### src/rtl/knob_step_decoder_pkg.sv
// Shared defaults, quadrature encodings and the transition classifier for the
// rotary-encoder step decoder.
package knob_step_decoder_pkg;

  localparam int DB_CYCLES_DEF        = 100000;
  localparam int STEPS_PER_DETENT_DEF = 4;
  localparam int LED_HOLD_CYCLES_DEF  = 25000000;

  typedef enum logic [1:0] {
    Q_00 = 2'b00,
    Q_01 = 2'b01,
    Q_11 = 2'b11,
    Q_10 = 2'b10
  } quad_state_e;

  typedef enum logic [1:0] {
    MV_NONE = 2'd0,
    MV_CW   = 2'd1,
    MV_CCW  = 2'd2,
    MV_ERR  = 2'd3
  } quad_move_e;

  function automatic quad_state_e quad_cw_next(input quad_state_e cur);
    quad_state_e nxt;
    case (cur)
      Q_00:    nxt = Q_01;
      Q_01:    nxt = Q_11;
      Q_11:    nxt = Q_10;
      default: nxt = Q_00;
    endcase
    return nxt;
  endfunction

  // Both bits flipping at once cannot be ordered, so it is reported as an error.
  function automatic quad_move_e quad_move(input quad_state_e prev, input quad_state_e cur);
    quad_move_e mv;
    if (prev == cur)                          mv = MV_NONE;
    else if ((prev ^ cur) == 2'b11)           mv = MV_ERR;
    else if (cur == quad_cw_next(prev))       mv = MV_CW;
    else                                      mv = MV_CCW;
    return mv;
  endfunction

endpackage

### src/rtl/knob_debounce_filter.sv
// One encoder channel: two-flop synchronizer followed by a stability counter
// that accepts a new level only after DB_CYCLES consecutive differing cycles.
module knob_debounce_filter
  import knob_step_decoder_pkg::*;
#(
  parameter int DB_CYCLES = DB_CYCLES_DEF
) (
  input  logic clk,
  input  logic reset,
  input  logic raw_in,
  output logic level
);

  localparam int CW = (DB_CYCLES > 1) ? $clog2(DB_CYCLES) : 1;

  logic          sync1_q, sync1_d;
  logic          sync2_q, sync2_d;
  logic          level_q, level_d;
  logic [CW-1:0] cnt_q, cnt_d;

  always_comb begin
    sync1_d = raw_in;
    sync2_d = sync1_q;
    level_d = level_q;
    cnt_d   = '0;
    if (sync2_q != level_q) begin
      if (cnt_q == CW'(DB_CYCLES - 1)) begin
        level_d = sync2_q;
      end else begin
        cnt_d = cnt_q + CW'(1);
      end
    end
  end

  always_ff @(posedge clk) begin
    if (reset) begin
      sync1_q <= 1'b0;
      sync2_q <= 1'b0;
      level_q <= 1'b0;
      cnt_q   <= '0;
    end else begin
      sync1_q <= sync1_d;
      sync2_q <= sync2_d;
      level_q <= level_d;
      cnt_q   <= cnt_d;
    end
  end

  assign level = level_q;

endmodule

### src/rtl/knob_step_decoder.sv
// Rotary-encoder decoder: debounced quadrature -> detent step pulses, a wrapping
// 5-bit position and stretched direction LEDs.
module knob_step_decoder
  import knob_step_decoder_pkg::*;
#(
  parameter int DB_CYCLES        = DB_CYCLES_DEF,
  parameter int STEPS_PER_DETENT = STEPS_PER_DETENT_DEF,
  parameter int LED_HOLD_CYCLES  = LED_HOLD_CYCLES_DEF
) (
  input  logic       clk_100MHz,
  input  logic       reset,
  input  logic       knob_a,
  input  logic       knob_b,
  output logic       step_inc,
  output logic       step_dec,
  output logic       quad_err,
  output logic [4:0] position,
  output logic [1:0] dir_led
);

  localparam int LW = $clog2(LED_HOLD_CYCLES + 1);
  localparam logic signed [4:0] STEP_POS = 5'(STEPS_PER_DETENT);
  localparam logic signed [4:0] STEP_NEG = -STEP_POS;

  logic        a_db, b_db;
  quad_state_e quad_cur;
  quad_move_e  mv;
  logic        busy;

  quad_state_e       quad_prev_q, quad_prev_d;
  logic signed [3:0] sub_cnt_q, sub_cnt_d;
  logic signed [4:0] sub_ext, sub_sum;
  logic              step_inc_q, step_inc_d;
  logic              step_dec_q, step_dec_d;
  logic              quad_err_q, quad_err_d;
  logic [4:0]        position_q, position_d;
  logic [LW-1:0]     led_inc_q, led_inc_d;
  logic [LW-1:0]     led_dec_q, led_dec_d;

  knob_debounce_filter #(.DB_CYCLES(DB_CYCLES)) u_db_a (
    .clk    (clk_100MHz),
    .reset  (reset),
    .raw_in (knob_a),
    .level  (a_db)
  );

  knob_debounce_filter #(.DB_CYCLES(DB_CYCLES)) u_db_b (
    .clk    (clk_100MHz),
    .reset  (reset),
    .raw_in (knob_b),
    .level  (b_db)
  );

  assign quad_cur = quad_state_e'({a_db, b_db});
  assign mv       = quad_move(quad_prev_q, quad_cur);
  // A transition arriving right after a pulse is held one cycle so pulses never abut.
  assign busy     = step_inc_q | step_dec_q | quad_err_q;

  always_comb begin
    quad_prev_d = busy ? quad_prev_q : quad_cur;
    sub_cnt_d   = sub_cnt_q;
    sub_ext     = {sub_cnt_q[3], sub_cnt_q};
    sub_sum     = sub_ext;
    step_inc_d  = 1'b0;
    step_dec_d  = 1'b0;
    quad_err_d  = 1'b0;
    position_d  = position_q;
    led_inc_d   = (led_inc_q != '0) ? led_inc_q - LW'(1) : led_inc_q;
    led_dec_d   = (led_dec_q != '0) ? led_dec_q - LW'(1) : led_dec_q;

    if (!busy) begin
      case (mv)
        MV_CW:   sub_sum = sub_ext + 5'sd1;
        MV_CCW:  sub_sum = sub_ext - 5'sd1;
        default: sub_sum = sub_ext;
      endcase

      if (mv == MV_ERR) begin
        quad_err_d = 1'b1;
        sub_cnt_d  = 4'sd0;
      end else if (sub_sum == STEP_POS) begin
        sub_cnt_d  = 4'sd0;
        step_inc_d = 1'b1;
        position_d = position_q + 5'd1;
        led_inc_d  = LW'(LED_HOLD_CYCLES);
        led_dec_d  = '0;
      end else if (sub_sum == STEP_NEG) begin
        sub_cnt_d  = 4'sd0;
        step_dec_d = 1'b1;
        position_d = position_q - 5'd1;
        led_dec_d  = LW'(LED_HOLD_CYCLES);
        led_inc_d  = '0;
      end else begin
        sub_cnt_d  = sub_sum[3:0];
      end
    end
  end

  always_ff @(posedge clk_100MHz) begin
    if (reset) begin
      quad_prev_q <= Q_00;
      sub_cnt_q   <= 4'sd0;
      step_inc_q  <= 1'b0;
      step_dec_q  <= 1'b0;
      quad_err_q  <= 1'b0;
      position_q  <= 5'd0;
      led_inc_q   <= '0;
      led_dec_q   <= '0;
    end else begin
      quad_prev_q <= quad_prev_d;
      sub_cnt_q   <= sub_cnt_d;
      step_inc_q  <= step_inc_d;
      step_dec_q  <= step_dec_d;
      quad_err_q  <= quad_err_d;
      position_q  <= position_d;
      led_inc_q   <= led_inc_d;
      led_dec_q   <= led_dec_d;
    end
  end

  assign step_inc = step_inc_q;
  assign step_dec = step_dec_q;
  assign quad_err = quad_err_q;
  assign position = position_q;
  assign dir_led  = {led_inc_q != '0, led_dec_q != '0};

endmodule

### config.mk
export PLATFORM = sky130hd
export DESIGN_NAME = knob_step_decoder
export DESIGN_NICKNAME = d
export VERILOG_FILES = /design/src/rtl/knob_step_decoder_pkg.sv /design/src/rtl/knob_debounce_filter.sv /design/src/rtl/knob_step_decoder.sv
export SDC_FILE = /design/constraint.sdc
export NUM_CORES = 1
export LEC_CHECK = 0
export ABC_AREA = 0
export BUFFER_PORTS_ARGS = -buffer_cell sky130_fd_sc_hd__clkbuf_2
export CAP_MARGIN = 30
export CELL_PAD_IN_SITES_DETAIL_PLACEMENT = 1
export CELL_PAD_IN_SITES_GLOBAL_PLACEMENT = 1
export CORE_MARGIN = 2
export CORE_UTILIZATION = 30
export DETAILED_ROUTE_END_ITERATION = 7
export PLACE_DENSITY = 0.62
export SLEW_MARGIN = 10
export SYNTH_ARGS = -nofsm -noshare
export SYNTH_HDL_FRONTEND = slang
export SYNTH_HIERARCHICAL = 1
export SYNTH_SLANG_ARGS = --single-unit
### constraint.sdc
create_clock -name clk_100MHz -period 5.7 [get_ports clk_100MHz]
set_input_delay 0.285 -clock clk_100MHz [delete_from_list [all_inputs] [get_ports clk_100MHz]]
set_output_delay 0.285 -clock clk_100MHz [all_outputs]
set_load 0.005 [all_outputs]
After elaboration in Yosys (flattened, before gate mapping)
Cells that the tools add are included.
- flip-flop bits (word level): 104
- bits of input ports: 4
- output and inout port bits: 10
- word-level logic and storage cells: 83
- add/sub/neg operators: 8
- equal/unequal tests: 14
- multiplexer cells: 26
- bitwise logic cells: 7
- reductions and logical operators: 12
- operators by type and width (kind ; number):
    two-way mux 25 bit ; 10
    nonzero test 25 bit ; 2
    subtractor 25 x 1 -> 25 bit (second input constant) ; 2
    adder 17 x 1 -> 17 bit (second input constant) ; 2
    equality test 17 bit (second input constant) ; 2
    two-way mux 5 bit ; 3
    two-way mux 4 bit ; 3
    two-way mux 2 bit ; 5
    one-hot mux 5 bit (2 select lines) ; 1
    OR reduction 3 bit ; 3
    equality test 2 bit (second input constant) ; 4
    one-hot mux 2 bit (3 select lines) ; 1
    adder 4 x 2 -> 5 bit (second input constant) ; 1
    adder 5 x 1 -> 5 bit (second input constant) ; 1
    equality test 5 x 3 -> 1 bit (second input constant) ; 1
    equality test 5 x 4 -> 1 bit (second input constant) ; 1
    subtractor 4 x 2 -> 5 bit (second input constant) ; 1
    subtractor 5 x 1 -> 5 bit (second input constant) ; 1
    equality test 2 x 1 -> 1 bit (second input constant) ; 2
    equality test 2 bit ; 2
    NOT 1 bit ; 4
    AND reduction 2 bit ; 2
    OR reduction 4 bit ; 1
    two-way mux 1 bit ; 3
    7 further kinds ; 9

Longest topological paths before layout
- depth in word-level cells: 16
- depth in mapped cells: 23
- gate-level depth less buffers: 22

By module
The synthesis kept the hierarchy.
- modules (own cells, without submodules) (module ; times used ; cells each ; area an instance (um^2) ; seq. area each (um^2)):
    knob_step_decoder ; 1 ; 407 ; 3373.2 ; 1281.2
    knob_debounce_filter ; 2 ; 92 ; 863.3 ; 400.4

Least setup slack after synthesis
No wires, ideal clock.
- path type: flip-flop to flip-flop
- start point: reg u_db_a.level_q (netlist: u_db_a/level)
- end point: reg position_q[4] (netlist: position[4])
- setup time: 121 ps
- data arrival time: 4213 ps
- data required time: 5579 ps
- path slack: 1366 ps
- cell stages (with the launch flop): 24
- buffers on the path: 1
- clock period less this slack: 4334 ps
- cell sequence: dfxtp_1 > xor2_1 > inv_1 > ha_1 > nor2_1 > o21ai_1 > nand2_1 > nand2_1 > ha_1 > clkbuf_1 > nor4_1 > o21ai_0 > a21boi_0 > o21a_1 > or2_2 > and3b_1 > inv_1 > ha_1 > nor2b_1 > o21ai_0 > nand2b_1 > or3_1 > a21oi_1 > mux2_2
- longest elaborated chain between the ends: 10
- elaborated cells on any way between the ends: 18
- classes of those cells: 8 x eq/ne; 6 x mux; 2 x bitwise; 2 x reduce/logical
- RTL lines (what ; RTL line ; text):
    from (decl) ; knob_debounce_filter.sv:18 ; logic level_q, level_d;
    from (signal assigned) ; knob_debounce_filter.sv:44 ; level_q <= level_d;
    equality test 2 bit or XOR 2 bit (tied branches) ; knob_step_decoder_pkg.sv:39, knob_step_decoder_pkg.sv:38 ;
    two-way mux 2 bit or equality test 2 bit (tied branches) ; knob_step_decoder_pkg.sv:39, knob_step_decoder_pkg.sv:38 ;
    two-way mux 2 bit ; knob_step_decoder_pkg.sv:38 ; else if ((prev ^ cur) == 2'b11) mv = MV_ERR;
    two-way mux 2 bit (*) ; knob_step_decoder_pkg.sv:37 ; if (prev == cur) mv = MV_NONE;
    equality test 2 bit or equality test 2 x 1 -> 1 bit (tied branches) ; knob_step_decoder.sv:72 ; case (mv)
    one-hot mux 5 bit (2 select lines) ; knob_step_decoder.sv:72 ;
    two-way mux 5 bit ; knob_step_decoder.sv:71 ; if (!busy) begin
    equality test 5 x 4 -> 1 bit or equality test 5 x 3 -> 1 bit (tied branches) ; knob_step_decoder.sv:81, knob_step_decoder.sv:87 ;
    nonzero test 2 bit (no line) ; -- ;
    AND reduction 3 bit (no line) ; -- ;
    to (signal assigned) ; knob_step_decoder.sv:115 ; position_q <= position_d;
    to (decl) ; knob_step_decoder.sv:36 ; logic [4:0] position_q, position_d;
Every way passes the cells marked *; elsewhere a longest branch is shown, timed or not. The select of a mux whose other input is x is not followed.
A chain may end at the register's enable or synchronous reset.

Worst setup path after layout
Ends and elaborated chain as after synthesis.

==> summary.txt <==
Die
  – Die extent in x: 134 um
  – Core Area: 16600 um2
  – Rows: 47
  – Die Y: 134 um
  – Initial core utilization: 30.8%
  – Die ar.: 18100 um2
  – # IOs: 14

Logic synthesis
  – Yosys cell types: 59
  – Yosys warning total: 6
  – Synthesized area: 5100 um2
  – Cell taking the most area after synthesis: dfxtp_1
  – Area contributors post-synth: dfxtp_1, xnor2_1, nor2_1
  – EDFF count, synth: 0
  – Ys flop type: dfxtp_1
  – Synth Instances: 591
  – Count of state elements after synthesis: 104
  – Post-synth top area share: 40.8%
  – Mean Syn Cell Area: 8.63 um2
  – Share of flip-flops with an asynchronous set or reset: 0%
  – Count leader, synth: dfxtp_1
  – Top cells by count, synth: dfxtp_1, nor2_1, xnor2_1
  – Register area share after synthesis: 40.8%
  – Syn Nets: 607

Placed design
  – Number of buffers added on ports: 13
  – Pre-CTS setup slack: 0.846 ns
  – GPL Wtd Cong: 0.783
  – Hpwl dp: 8.42 mm

Cells and area
  – Flip-flop and latch area: 2080 um2
  – Area growth from synthesis to layout: 11.1%
  – N_diodes: 0
  – Fillers: 1988
  – Final design utilization: 34.2%
  – NumNets Final: 614
  – Multi-input logic area: 2880 um2
  – Layout cells sized above 1: 8.64%

Clock network
  – CTS tree: done
  – CTS Hold Bufs: 0
  – Reg clk slew, reported paths: 0.07 ns
  – Clock root cell: clkbuf_16
  – H-tree levels: 3
  – Max Root-Sink Buffers: 2
  – Clk_lat worst skew: 0.35 ns
  – Resized cells post-CTS: 0
  – # clock sinks: 104
  – Postcts setup bufs: 0
  – Num CTS Buffers: 9

Run status
  – Outcome: completed

Route
  – Drt drc: 0
  – 1st-pass router iterations: 4
  – Drt via density: 5.06
  – DRT Wirelength: 11.9 mm
  – DRT iter0 DRCs: 115
  – Antenna-violating nets left: 0
  – Vias: 4161
  – Avg WL per Cell: 14.4 um

GRT
  – Initial antenna violation count: 0
  – Remaining global-route overflow: 0
  – GRT Overall Usage: 13.9%
  – Vias in the first global route: 4293
  – Largest net degree at the start of global routing: 36
  – First-pass GRT wire length: 20.5 mm

Worst setup path
  – CP arrival: 5.11 ns
  – Worst Setup Start Kind: register
  – Crit-path max FO: 9
  – CP Capture Type: register
  – Worst Path Required: 5.94 ns
  – Critical path class: reg -> reg

Power
  – Peak VDD IR: 0.206 mV
  – Overall power: 0.00240 W
  – PwrDens: 424 nW/um2
  – Pleak: 2.04 nW

Timing
  – Max_slew headroom: 36.3%
  – Post-route setup slack: 0.821 ns
  – Worst-Margin Slew: 0.946 ns
  – Fmax: 0.205 GHz
  – Crit path time final: 4.88 ns
  – RSZ-0062 raised after global routing: no
  – Setup Viol. Count Final: 0
  – Clock Skew: 0.00810 ns
  – Setup Total Neg Slack: 0 ns
  – Final Max Tran Viols: 0
  – Final period utilization: 85.6%
  – Hold Fails Final Rpt: 0

Run
  – Max-cap violations: 0

Worst hold path
  – Hold WC Path Type: in -> reg
[critical path, cell delays in order (launching register included)]
cell and delay [ns]:
dfxtp_1 0.43, xor2_1 0.27, inv_1 0.08, ha_1 0.22, nor2_1 0.12, o21ai_1 0.21
nand2_1 0.14, nand2_1 0.06, ha_1 0.32, nor4_1 0.20, o21ai_0 0.21, a21boi_0 0.20
o21a_1 0.26, or2_2 0.29, and3b_1 0.21, inv_1 0.11, ha_1 0.27, nor2b_1 0.14
o21ai_0 0.15, nand2b_1 0.08, or3_1 0.31, a21oi_1 0.14, mux2_2 0.35
[layer usage]
layer	track usage [%]	vias to the layer above	share of wire, %
met4	3.45	0	0.83
met2	24.3	30	50
met3	3.97	7	2.4
li1	-	2090	-
met1	16.8	2034	47
met5	0	-	0
[flip-flops by register name, indices dropped and copies added (netlist names), 2 cells and up]
register,count
led_dec_q,25
led_inc_q,25
u_db_a/cnt_q,17
u_db_b/cnt_q,17
position,5
sub_cnt_q,4
quad_prev_q,2
[through the flow]
step / hold slack [ns] / instance area (um2) / cells
finish: 0.151 / 5670 / 822
global route: 0.169 / 5670 / 822
CTS: 0.131 / 5670 / 822
detailed placement: 0.429 / 5380 / 807
global placement: 0.442 / 5380 / 807
floorplan: 0.357 / 5100 / 591
[where the power goes]
part	switching, W	internal [W]
combinational	0.000469	0.000375
clock	0.000271	0.000338
sequential	0.000105	0.000845
total	0.000846	0.00156
[layout make-up]
| cell class | instances | share of cell area [%] |
|---|---|---|
| well taps | 220 | 4.86 |
| clock inverters | 5 | 0.994 |
| clock buffers | 10 | 4.04 |
| inverters | 14 | 0.927 |
| flip-flops and latches | 104 | 36.7 |
| repair buffers | 17 | 1.68 |
| multi-input cells | 452 | 50.8 |
[cell usage in the layout, fill, tap and decap left out, types with 5 or more instances in the layout]
cell type  instances
dfxtp_1          104
nor2_1            89
xnor2_1           43
nand2_1           37
xor2_1            35
a21oi_1           29
nand3_1           25
nor3_1            21
inv_1             14
nor4_1            14
o21ai_0           13
o22ai_1           13
clkbuf_2          13
ha_1              11
nand2b_1          10
or3_1             10
nor2b_1            9
clkbuf_16          9
nand4_1            8
and4_1             6
nor4bb_1           5
and3_1             5
[final timing paths]
kind,start,endpoint,slack [ns],depth (start not counted)
setup reg to reg,u_db_a/level,position[4],0.82,22
hold reg to reg,u_db_b/sync1_q,u_db_b/sync2_q,0.44,1
setup / recovery,u_db_a/level,position[4],0.82,22
hold / removal,knob_b,u_db_b/sync1_q,0.15,2
[cells by family after synthesis]
| kind of cell | Yosys count | share of synthesized area [%] |
|---|---|---|
| compound gates | 83 | 10.1 |
| xor+xnor | 78 | 13.4 |
| fa+ha+maj | 12 | 3.09 |
| buf+inv | 35 | 2.85 |
| flops | 104 | 40.8 |
| mux | 4 | 0.810 |
| simple gates | 275 | 28.9 |
(Power assumes the default switching activity.)
